<file path="src/rtl/execute_stage_pkg.sv">
// Shared Y86 definitions for the execute stage: icodes, ALU ops, conditions and the E->M register layout.
package execute_stage_pkg;

    localparam int D_WORD = 32;

    localparam logic [3:0] IHALT   = 4'h0;
    localparam logic [3:0] INOP    = 4'h1;
    localparam logic [3:0] IRRMOVL = 4'h2;
    localparam logic [3:0] IIRMOVL = 4'h3;
    localparam logic [3:0] IRMMOVL = 4'h4;
    localparam logic [3:0] IMRMOVL = 4'h5;
    localparam logic [3:0] IOPL    = 4'h6;
    localparam logic [3:0] IJXX    = 4'h7;
    localparam logic [3:0] ICALL   = 4'h8;
    localparam logic [3:0] IRET    = 4'h9;
    localparam logic [3:0] IPUSHL  = 4'hA;
    localparam logic [3:0] IPOPL   = 4'hB;

    localparam logic [3:0] ALUADD = 4'h0;
    localparam logic [3:0] ALUSUB = 4'h1;
    localparam logic [3:0] ALUAND = 4'h2;
    localparam logic [3:0] ALUXOR = 4'h3;

    localparam logic [3:0] C_YES = 4'h0;
    localparam logic [3:0] C_LE  = 4'h1;
    localparam logic [3:0] C_L   = 4'h2;
    localparam logic [3:0] C_E   = 4'h3;
    localparam logic [3:0] C_NE  = 4'h4;
    localparam logic [3:0] C_GE  = 4'h5;
    localparam logic [3:0] C_G   = 4'h6;

    localparam logic [3:0] RNONE = 4'hF;

    typedef struct packed {
        logic              valid;
        logic [3:0]        icode;
        logic              cnd;
        logic [D_WORD-1:0] val_e;
        logic [D_WORD-1:0] val_a;
        logic [3:0]        dst_e;
        logic [3:0]        dst_m;
        logic              ins_err;
    } em_reg_t;

    localparam em_reg_t EM_BUBBLE = '{valid: 1'b0, icode: INOP, cnd: 1'b0,
                                      val_e: '0, val_a: '0, dst_e: RNONE,
                                      dst_m: RNONE, ins_err: 1'b0};

    function automatic logic cond_eval(input logic [3:0] ifun, input logic zf,
                                       input logic sf, input logic of);
        logic lt;
        lt = sf ^ of;
        case (ifun)
            C_YES:   cond_eval = 1'b1;
            C_LE:    cond_eval = lt | zf;
            C_L:     cond_eval = lt;
            C_E:     cond_eval = zf;
            C_NE:    cond_eval = ~zf;
            C_GE:    cond_eval = ~lt;
            C_G:     cond_eval = ~lt & ~zf;
            default: cond_eval = 1'b0;
        endcase
    endfunction

endpackage

</file>
<file path="src/rtl/execute_stage_if.sv">
// Decode->execute inputs and E->M register outputs of the execute stage, with both ends as modports.
interface execute_stage_if #(parameter int WIDTH = 32);
    logic             e_valid;
    logic [3:0]       e_icode;
    logic [3:0]       e_ifun;
    logic [WIDTH-1:0] e_valC;
    logic [WIDTH-1:0] e_valA;
    logic [WIDTH-1:0] e_valB;
    logic [3:0]       e_dstE;
    logic [3:0]       e_dstM;

    logic             m_valid;
    logic [3:0]       m_icode;
    logic             m_Cnd;
    logic [WIDTH-1:0] m_valE;
    logic [WIDTH-1:0] m_valA;
    logic [3:0]       m_dstE;
    logic [3:0]       m_dstM;
    logic             m_ins_err;
    logic             cc_zf;
    logic             cc_sf;
    logic             cc_of;

    modport master (
        output e_valid, e_icode, e_ifun, e_valC, e_valA, e_valB, e_dstE, e_dstM,
        input  m_valid, m_icode, m_Cnd, m_valE, m_valA, m_dstE, m_dstM, m_ins_err,
        input  cc_zf, cc_sf, cc_of
    );

    modport slave (
        input  e_valid, e_icode, e_ifun, e_valC, e_valA, e_valB, e_dstE, e_dstM,
        output m_valid, m_icode, m_Cnd, m_valE, m_valA, m_dstE, m_dstM, m_ins_err,
        output cc_zf, cc_sf, cc_of
    );
endinterface

</file>
<file path="src/rtl/execute_stage_alu.sv">
// Combinational Y86 ALU: result = B op A, with zero/sign/overflow flags.
module execute_stage_alu
    import execute_stage_pkg::*;
#(
    parameter int WIDTH = 32
) (
    input  logic [WIDTH-1:0] alu_a_i,
    input  logic [WIDTH-1:0] alu_b_i,
    input  logic [3:0]       alu_fn_i,
    output logic [WIDTH-1:0] result_o,
    output logic             zf_o,
    output logic             sf_o,
    output logic             of_o
);
    localparam int MSB = WIDTH - 1;

    always_comb begin
        result_o = '0;
        of_o     = 1'b0;
        case (alu_fn_i)
            ALUADD: begin
                result_o = alu_b_i + alu_a_i;
                of_o     = (alu_a_i[MSB] == alu_b_i[MSB]) && (result_o[MSB] != alu_a_i[MSB]);
            end
            ALUSUB: begin
                result_o = alu_b_i - alu_a_i;
                of_o     = (alu_a_i[MSB] != alu_b_i[MSB]) && (result_o[MSB] != alu_b_i[MSB]);
            end
            ALUAND:  result_o = alu_b_i & alu_a_i;
            ALUXOR:  result_o = alu_b_i ^ alu_a_i;
            default: result_o = '0;
        endcase
    end

    assign zf_o = (result_o == '0);
    assign sf_o = result_o[MSB];
endmodule

</file>
<file path="src/rtl/execute_stage.sv">
// Y86 execute stage: ALU, condition codes, Cnd evaluation and the E->M pipeline register.
// Optional macro EXEC_CC_GATE_EN adds a cc_block input that suppresses CC writes.
module execute_stage
    import execute_stage_pkg::*;
#(
    parameter int WIDTH      = D_WORD,
    parameter int STACK_STEP = 4
) (
    input  logic clk,
    input  logic rst_n,
    input  logic e_stall,
    input  logic e_bubble,
`ifdef EXEC_CC_GATE_EN
    input  logic cc_block,
`endif
    execute_stage_if.slave bus
);
    logic [WIDTH-1:0] alu_a;
    logic [WIDTH-1:0] alu_b;
    logic [WIDTH-1:0] alu_res;
    logic [3:0]       alu_fn;
    logic             alu_zf;
    logic             alu_sf;
    logic             alu_of;
    logic             ins_err;
    logic             cnd;
    logic             cc_we;
    logic             zf_q, sf_q, of_q;
    em_reg_t          em_d, em_q;

    always_comb begin
        alu_a = '0;
        alu_b = '0;
        case (bus.e_icode)
            IRRMOVL, IOPL:             alu_a = bus.e_valA;
            IIRMOVL, IRMMOVL, IMRMOVL: alu_a = bus.e_valC;
            ICALL, IPUSHL:             alu_a = '0 - WIDTH'(STACK_STEP);
            IRET, IPOPL:               alu_a = WIDTH'(STACK_STEP);
            default:                   alu_a = '0;
        endcase
        case (bus.e_icode)
            IRMMOVL, IMRMOVL, IOPL, ICALL, IPUSHL, IRET, IPOPL: alu_b = bus.e_valB;
            default:                                            alu_b = '0;
        endcase
    end

    assign alu_fn = (bus.e_icode == IOPL) ? bus.e_ifun : ALUADD;

    execute_stage_alu #(.WIDTH(WIDTH)) u_alu (
        .alu_a_i  (alu_a),
        .alu_b_i  (alu_b),
        .alu_fn_i (alu_fn),
        .result_o (alu_res),
        .zf_o     (alu_zf),
        .sf_o     (alu_sf),
        .of_o     (alu_of)
    );

    assign ins_err = (bus.e_icode > IPOPL);
    // Cnd reads the CC as it stands before this instruction's own update.
    assign cnd     = cond_eval(bus.e_ifun, zf_q, sf_q, of_q);

`ifdef EXEC_CC_GATE_EN
    assign cc_we = bus.e_valid && (bus.e_icode == IOPL) && !e_stall && !e_bubble && !cc_block;
`else
    assign cc_we = bus.e_valid && (bus.e_icode == IOPL) && !e_stall && !e_bubble;
`endif

    always_comb begin
        em_d = EM_BUBBLE;
        if (bus.e_valid) begin
            em_d.valid   = 1'b1;
            em_d.icode   = bus.e_icode;
            em_d.cnd     = cnd;
            em_d.val_e   = ins_err ? '0 : alu_res;
            em_d.val_a   = bus.e_valA;
            em_d.dst_e   = (bus.e_icode == IRRMOVL && !cnd) ? RNONE : bus.e_dstE;
            em_d.dst_m   = bus.e_dstM;
            em_d.ins_err = ins_err;
        end
    end

    always_ff @(posedge clk or negedge rst_n) begin
        if (!rst_n) begin
            em_q <= EM_BUBBLE;
        end else if (e_stall) begin
            em_q <= em_q;
        end else if (e_bubble) begin
            em_q <= EM_BUBBLE;
        end else begin
            em_q <= em_d;
        end
    end

    always_ff @(posedge clk or negedge rst_n) begin
        if (!rst_n) begin
            zf_q <= 1'b1;
            sf_q <= 1'b0;
            of_q <= 1'b0;
        end else if (cc_we) begin
            zf_q <= alu_zf;
            sf_q <= alu_sf;
            of_q <= alu_of;
        end
    end

    assign bus.m_valid   = em_q.valid;
    assign bus.m_icode   = em_q.icode;
    assign bus.m_Cnd     = em_q.cnd;
    assign bus.m_valE    = em_q.val_e;
    assign bus.m_valA    = em_q.val_a;
    assign bus.m_dstE    = em_q.dst_e;
    assign bus.m_dstM    = em_q.dst_m;
    assign bus.m_ins_err = em_q.ins_err;
    assign bus.cc_zf     = zf_q;
    assign bus.cc_sf     = sf_q;
    assign bus.cc_of     = of_q;
endmodule

</file>
<file path="src/flat_wrapper.sv">
// flat-port wrapper written by rule: the top's interface ports become plain ports
module execute_stage_flat import execute_stage_pkg::*;
#(
    parameter int WIDTH      = D_WORD,
    parameter int STACK_STEP = 4
)
  (clk, rst_n, e_stall, e_bubble, bus_e_valid, bus_e_icode, bus_e_ifun, bus_e_valC, bus_e_valA, bus_e_valB, bus_e_dstE, bus_e_dstM, bus_m_valid, bus_m_icode, bus_m_Cnd, bus_m_valE, bus_m_valA, bus_m_dstE, bus_m_dstM, bus_m_ins_err, bus_cc_zf, bus_cc_sf, bus_cc_of);
  execute_stage_if #(.WIDTH(WIDTH)) bus_i ();
  input  logic clk;
  input  logic rst_n;
  input  logic e_stall;
  input  logic e_bubble;
  input wire logic [$bits(bus_i.e_valid)-1:0] bus_e_valid;
  input wire logic [$bits(bus_i.e_icode)-1:0] bus_e_icode;
  input wire logic [$bits(bus_i.e_ifun)-1:0] bus_e_ifun;
  input wire logic [$bits(bus_i.e_valC)-1:0] bus_e_valC;
  input wire logic [$bits(bus_i.e_valA)-1:0] bus_e_valA;
  input wire logic [$bits(bus_i.e_valB)-1:0] bus_e_valB;
  input wire logic [$bits(bus_i.e_dstE)-1:0] bus_e_dstE;
  input wire logic [$bits(bus_i.e_dstM)-1:0] bus_e_dstM;
  output wire logic [$bits(bus_i.m_valid)-1:0] bus_m_valid;
  output wire logic [$bits(bus_i.m_icode)-1:0] bus_m_icode;
  output wire logic [$bits(bus_i.m_Cnd)-1:0] bus_m_Cnd;
  output wire logic [$bits(bus_i.m_valE)-1:0] bus_m_valE;
  output wire logic [$bits(bus_i.m_valA)-1:0] bus_m_valA;
  output wire logic [$bits(bus_i.m_dstE)-1:0] bus_m_dstE;
  output wire logic [$bits(bus_i.m_dstM)-1:0] bus_m_dstM;
  output wire logic [$bits(bus_i.m_ins_err)-1:0] bus_m_ins_err;
  output wire logic [$bits(bus_i.cc_zf)-1:0] bus_cc_zf;
  output wire logic [$bits(bus_i.cc_sf)-1:0] bus_cc_sf;
  output wire logic [$bits(bus_i.cc_of)-1:0] bus_cc_of;
  assign bus_i.e_valid = bus_e_valid;
  assign bus_i.e_icode = bus_e_icode;
  assign bus_i.e_ifun = bus_e_ifun;
  assign bus_i.e_valC = bus_e_valC;
  assign bus_i.e_valA = bus_e_valA;
  assign bus_i.e_valB = bus_e_valB;
  assign bus_i.e_dstE = bus_e_dstE;
  assign bus_i.e_dstM = bus_e_dstM;
  assign bus_m_valid = bus_i.m_valid;
  assign bus_m_icode = bus_i.m_icode;
  assign bus_m_Cnd = bus_i.m_Cnd;
  assign bus_m_valE = bus_i.m_valE;
  assign bus_m_valA = bus_i.m_valA;
  assign bus_m_dstE = bus_i.m_dstE;
  assign bus_m_dstM = bus_i.m_dstM;
  assign bus_m_ins_err = bus_i.m_ins_err;
  assign bus_cc_zf = bus_i.cc_zf;
  assign bus_cc_sf = bus_i.cc_sf;
  assign bus_cc_of = bus_i.cc_of;
  execute_stage #(.WIDTH(WIDTH), .STACK_STEP(STACK_STEP)) u_core (.clk(clk), .rst_n(rst_n), .e_stall(e_stall), .e_bubble(e_bubble), .bus(bus_i));
endmodule
</file>
<file path="config.mk">
export PLATFORM = sky130hd
export DESIGN_NAME = execute_stage_flat
export DESIGN_NICKNAME = d
export VERILOG_FILES = /design/src/rtl/execute_stage_pkg.sv /design/src/rtl/execute_stage_if.sv /design/src/rtl/execute_stage_alu.sv /design/src/rtl/execute_stage.sv /design/src/flat_wrapper.sv
export SDC_FILE = /design/constraint.sdc
export NUM_CORES = 1
export LEC_CHECK = 0
export CAP_MARGIN = 20
export CORE_MARGIN = 1.5
export CORE_UTILIZATION = 52
export CTS_CLUSTER_DIAMETER = 200
export DETAILED_ROUTE_END_ITERATION = 8
export GPL_TIMING_DRIVEN = 0
export PLACE_DENSITY = 0.87
export SYNTH_ARGS = -nofsm -noshare
export SYNTH_HDL_FRONTEND = slang
export SYNTH_SLANG_ARGS = --single-unit
</file>
<file path="constraint.sdc">
create_clock -name clk -period 2.12 [get_ports clk]
set_clock_uncertainty 0.15 [all_clocks]
set_input_delay 0.424 -clock clk [delete_from_list [all_inputs] [get_ports clk]]
set_output_delay 0.424 -clock clk [all_outputs]
set_load 0.01 [all_outputs]
</file>
==> results of run 1 <==
[what timing repair did]
| action | in CTS |
|---|---|
| pin swaps | 96 |
| cloned | 3 |
| hold buffers | 1 |
| setup buffers | 95 |
| setup endpoints to repair | 69 |
| gates resized for setup | 351 |
| hold endpoints to repair | 34 |
[stage by stage]
step	cells	cell area, µm²
after floorplan	1073	8690
after global placement	1485	10900
after detailed placement	1487	11000
after CTS	1597	13500
[Yosys cell counts (13+ instances only)]
library cell,instances
a22o_1,51
o21ai_0,57
a21oi_1,92
clkbuf_1,51
ha_1,66
nor3_1,17
nand2_1,93
mux2i_1,14
o21bai_1,13
o211ai_1,13
nor2b_1,51
dfrtp_1,72
a21o_1,14
nand3_1,23
inv_1,70
a221oi_1,37
nor2_1,76
[metal layers]
metal,GRT usage,overflow
met1,0.754,0
met3,0.635,1
met4,0.737,11
met2,0.910,7
met5,0.371,0
[logic make-up after synthesis]
kind of cell,share of synthesized area
AOI/OAI and AO/OA,0.340
and+or+nand+nor,0.202
buffers and inverters,0.0695
DFF,0.244
adders and majority gates,0.104
xor gates and xnor gates,0.0187
muxes,0.0219
==> impl_metrics.py, run 1 <==
metrics = {
    "status": {
        "outcome": "did not finish",
        "flow.stopped_at": "global routing (5_1_grt)",
        "first-error": "[ERROR GRT-0232] Routing congestion too high. Check the congestion heatmap in the GUI.",
    },
    "timing": {
        "endpoint_type": "register input",
        "crit_endpoint": "u_core.bus.cc_zf$_DFFE_PN1P_/D",
    },
    "placement": {
        "dpl.hpwl_um": 25800,
        "port_buffers": 196,
        "gp_congestion": 1.01,
        "dp_slack_ns": -3.98,
    },
    "yosys": {
        "synth_cell_type_count": 84,
        "synthCells": 1073,
        "yosysSeqAreaShare": 0.244,
        "ys.flop_type": "dfrtp_1",
        "synth_seq_cells": 82,
        "syn_area_mm2": 0.00845,
        "synthArstFlopShare": 1.00,
        "synth_area_leader_cell": "dfrtp_1",
        "syn_avg_cell_area_um2": 7.87,
        "yosysTopAreaCellShare": 0.213,
        "syn_nets": 1258,
        "synth_edf_count": 0,
        "yosysWarnings": 0,
        "yosys-top-cells-area": "dfrtp_1 21%, ha_1 9.8%, a21oi_1 5.5%",
    },
    "floorplanning": {
        "row_count": 46,
        "initial_core_util": 0.532,
        "die_width_um": 130,
        "die_y_um": 130,
        "io_pins": 199,
    },
    "clock_tree": {
        "cts_sinks": 82,
        "cts_buffers": 9,
        "htreeDepth": 3,
        "root_buffer": "clkbuf_16",
        "cts_max_path_buffers": 2,
    },
    "grt": {
        "antenna_found_initial": 8,
        "grt_start_max_net_pins": 45,
        "grt_use_total": 0.759,
        "overflow": 19,
    },
}
==> inputs of run 2 (changes only) <==
--- a/config.mk
+++ b/config.mk
@@ -7,11 +7,10 @@
 export LEC_CHECK = 0
 export CAP_MARGIN = 20
 export CORE_MARGIN = 1.5
-export CORE_UTILIZATION = 52
-export CTS_CLUSTER_DIAMETER = 200
+export CORE_UTILIZATION = 40
 export DETAILED_ROUTE_END_ITERATION = 8
 export GPL_TIMING_DRIVEN = 0
-export PLACE_DENSITY = 0.87
+export PLACE_DENSITY_LB_ADDON = 0.15
 export SYNTH_ARGS = -nofsm -noshare
 export SYNTH_HDL_FRONTEND = slang
 export SYNTH_SLANG_ARGS = --single-unit
==> impl_metrics.py, run 2 <==
metrics = {
    "hold_path": {
        "hold_path_startpoint": "bus_e_icode[0]",
        "hold_end": "u_core.bus.m_icode[0]",
        "hold_depth": 3,
        "hp-class": "input pin to flip-flop",
    },
    "placement": {
        "gp_congestion": 0.963,
        "dpl.hpwl_um": 27200,
        "placed_cells": 1541,
        "port_buffers": 196,
        "dp_slack_ns": -4.11,
    },
    "grt": {
        "grt_pass1_wl_um": 55700,
        "grt_pass1_vias": 9595,
        "overflow": 0,
        "antenna_found_initial": 0,
        "grt_use_total": 0.331,
        "grt_start_max_net_pins": 55,
    },
    "pwr": {
        "p_total_mw": 7.14,
        "ir_drop_v": 0.000364,
        "seq_power_share": 0.242,
        "powerDensity_mw_per_mm2": 506,
        "p_int_mw": 4.33,
        "p_leak_nw": 5.99,
        "netSwitchingFraction": 0.393,
        "p_switching_mw": 2.80,
        "clkPwrFrac": 0.244,
        "pwr-share-comb": 0.514,
    },
    "drt": {
        "drt_iter0_markers": 854,
        "drcViolationCount": 0,
        "ant_nets": 0,
        "drt-total-wl_um": 38000,
        "viasPerCell": 6.12,
        "vias": 10201,
        "drt-pass1-iter-count": 6,
        "wire_per_inst_um": 22.8,
    },
    "floorplanning": {
        "die_y_um": 148,
        "initial_core_util": 0.412,
        "die_width_um": 148,
        "row_count": 52,
        "io_pins": 199,
        "die_area_mm2": 0.0220,
        "core_area_mm2": 0.0205,
    },
    "cells_and_area": {
        "area_delta_synth_final_pct": 67.0,
        "drive_gt1_frac": 0.316,
        "insertedDiodeCount": 0,
        "final_nets": 1578,
        "fin_util": 0.688,
        "final_common_cell": "clkdlybuf4s50_1",
        "layout_common_cells": "188 x clkdlybuf4s50_1, 91 x buf_4, 90 x nand2_1",
        "instances_no_fill": 1668,
    },
    "timing": {
        "rsz0062_at_grt": "true",
        "fmax_mhz": 223,
        "maxSlewHeadroom": 0.476,
        "whs_ns": 0.199,
        "timing.final.max_slew_violations": 0,
        "finalSetupViolCount": 35,
        "tightest_slew_ns": 0.785,
        "period_needed_ns": 4.48,
        "timing.final.crit_share": 2.11,
        "hold_viol_final": 0,
        "setup_ws_ns": -2.36,
    },
    "clock_tree": {
        "cts_max_path_buffers": 2,
        "cts_sinks": 82,
        "root_buffer": "clkbuf_16",
        "cts.reportedPaths.clkPinSlew_ns": 0.08,
        "cts_tree": "done",
        "cts_buffers": 9,
        "htreeDepth": 3,
        "clock_latency_ns": 0.36,
    },
    "yosys": {
        "yosysSeqAreaShare": 0.244,
        "synth_edf_count": 0,
        "synth_most_common_cell": "nand2_1",
        "synthArstFlopShare": 1.00,
        "synthCells": 1073,
        "yosys-top-cells-area": "dfrtp_1 21%, ha_1 9.8%, a21oi_1 5.5%",
        "yosysTopAreaCellShare": 0.213,
        "syn_nets": 1258,
        "synth_cell_type_count": 84,
        "ys.flop_type": "dfrtp_1",
        "synth_seq_cells": 82,
        "synth_area_leader_cell": "dfrtp_1",
        "syn_avg_cell_area_um2": 7.87,
        "synth_common_cells": "93 x nand2_1, 92 x a21oi_1, 76 x nor2_1",
        "syn_area_mm2": 0.00845,
        "yosysWarnings": 0,
    },
    "setup_path": {
        "cp_max_fo": 10,
        "required_ns": 2.25,
        "r2r_slack_ns": 0.25,
        "cp_data_arrival_time_ns": 4.60,
        "r2r.worst_path.cells": 8,
        "path_cells": "buf_6 -> buf_8 -> buf_12 -> nor3b_4 -> clkbuf_8 -> a221oi_2 -> ha_1 -> buf_4 -> nor2_2 -> o311ai_4 -> a211oi_4 -> o41ai_4 -> buf_4 -> buf_4 -> nand3_1 -> o311a_1 -> nand4_1 -> nor4_2 -> nand2_1 -> or4_1 -> o41ai_2",
        "max_stage_delay_ns": 0.54,
        "start_kind": "input pin",
        "cpMostUsedCell": "buf_4",
        "crit_slowest_cell": "or4_1",
        "cp_top_family": "simple AND/OR/NAND/NOR gates",
        "reg2reg_from": "u_core.bus.cc_of",
        "cp_num_cells": 21,
        "end_kind": "flip-flop",
        "crit_buf_inv": 7,
        "critPathKind": "input pin to flip-flop",
        "r2r-end": "u_core.bus.m_dstE[1]",
    },
    "status": {
        "violations": "setup timing",
        "outcome": "finished, violations left",
    },
    "flow_run": {
        "maxCapViolCount": 0,
    },
}
-- run 2: cell counts after synthesis --
No cell type changed its count.
-- run 2: tightest hold or removal path, cell delays in order --
cell     delay [ns]
buf_12         0.13
nor2_1         0.10
a21oi_1        0.05
-- run 2: repair_timing --
item                                   in CTS  in global routing
pin swaps                                  76                 60
hold buffers                                1                  0
buffers inserted                           66                 50
endpoints found under the hold margin      28                  0
setup endpoints to repair                  69                 59
gates cloned                                2                  1
resized for setup                         288                145
-- run 2: area by class of cell --
| type | instances | area (µm²) |
|---|---|---|
| multi-input combinational | 844 | 7400 |
| fill | 1708 | 6390 |
| timing repair buffer | 315 | 3080 |
| sequential | 82 | 2060 |
| buffer | 67 | 608 |
| tap | 270 | 338 |
| inverter | 74 | 298 |
| clock buffer | 10 | 239 |
| clock inverter | 6 | 72.6 |
-- run 2: metrics by stage --
step | setup TNS, ns | area, µm²
floorplan | -48.44 | 8690
global route | -53.69 | 14100
CTS | -47.62 | 13100
global placement | -324.75 | 11000
detailed placement | -126.71 | 11000
finish | -50.74 | 14100
-- run 2: worst max-delay path by stage --
stage | from | to | slack, ns
finish | bus_e_icode[3] | u_core.bus.cc_zf | -2.36
global route | bus_e_icode[3] | u_core.bus.cc_zf | -2.52
CTS | bus_e_icode[3] | u_core.bus.cc_zf | -2.35
detailed placement | bus_e_icode[3] | u_core.bus.cc_zf | -4.11
global placement | bus_e_icode[3] | u_core.bus.cc_zf | -4.10
floorplan | bus_e_icode[0] | u_core.bus.cc_zf | -2.35
-- run 2: per-layer routing --
| layer | track usage | up-vias | part of all wire |
|---|---|---|---|
| met3 | 0.0574 | 92 | 0.083 |
| li1 | - | 4651 | - |
| met4 | 0.134 | 0 | 0.038 |
| met2 | 0.524 | 526 | 0.45 |
| met5 | 0 | - | 0 |
| met1 | 0.449 | 4932 | 0.43 |
-- run 2: power groups by stage --
stage	combinational (mW)	clock [mW]	sequential, mW
after floorplan	1.55	0	1.79
after global placement	2.57	0	1.75
after detailed placement	2.59	0	1.75
after CTS	3.17	1.74	1.73
after global routing	3.89	1.81	1.74
final	3.67	1.74	1.73
-- run 2: kinds of logic after synthesis --
family	Yosys count	synth area share
flops	82	0.244
fa+ha+maj	69	0.104
xor+xnor	18	0.0187
simple gates	337	0.202
mux	18	0.0219
compound gates	402	0.340
buf+inv	147	0.0695
No activity file was read; power rests on OpenSTA's default activity.
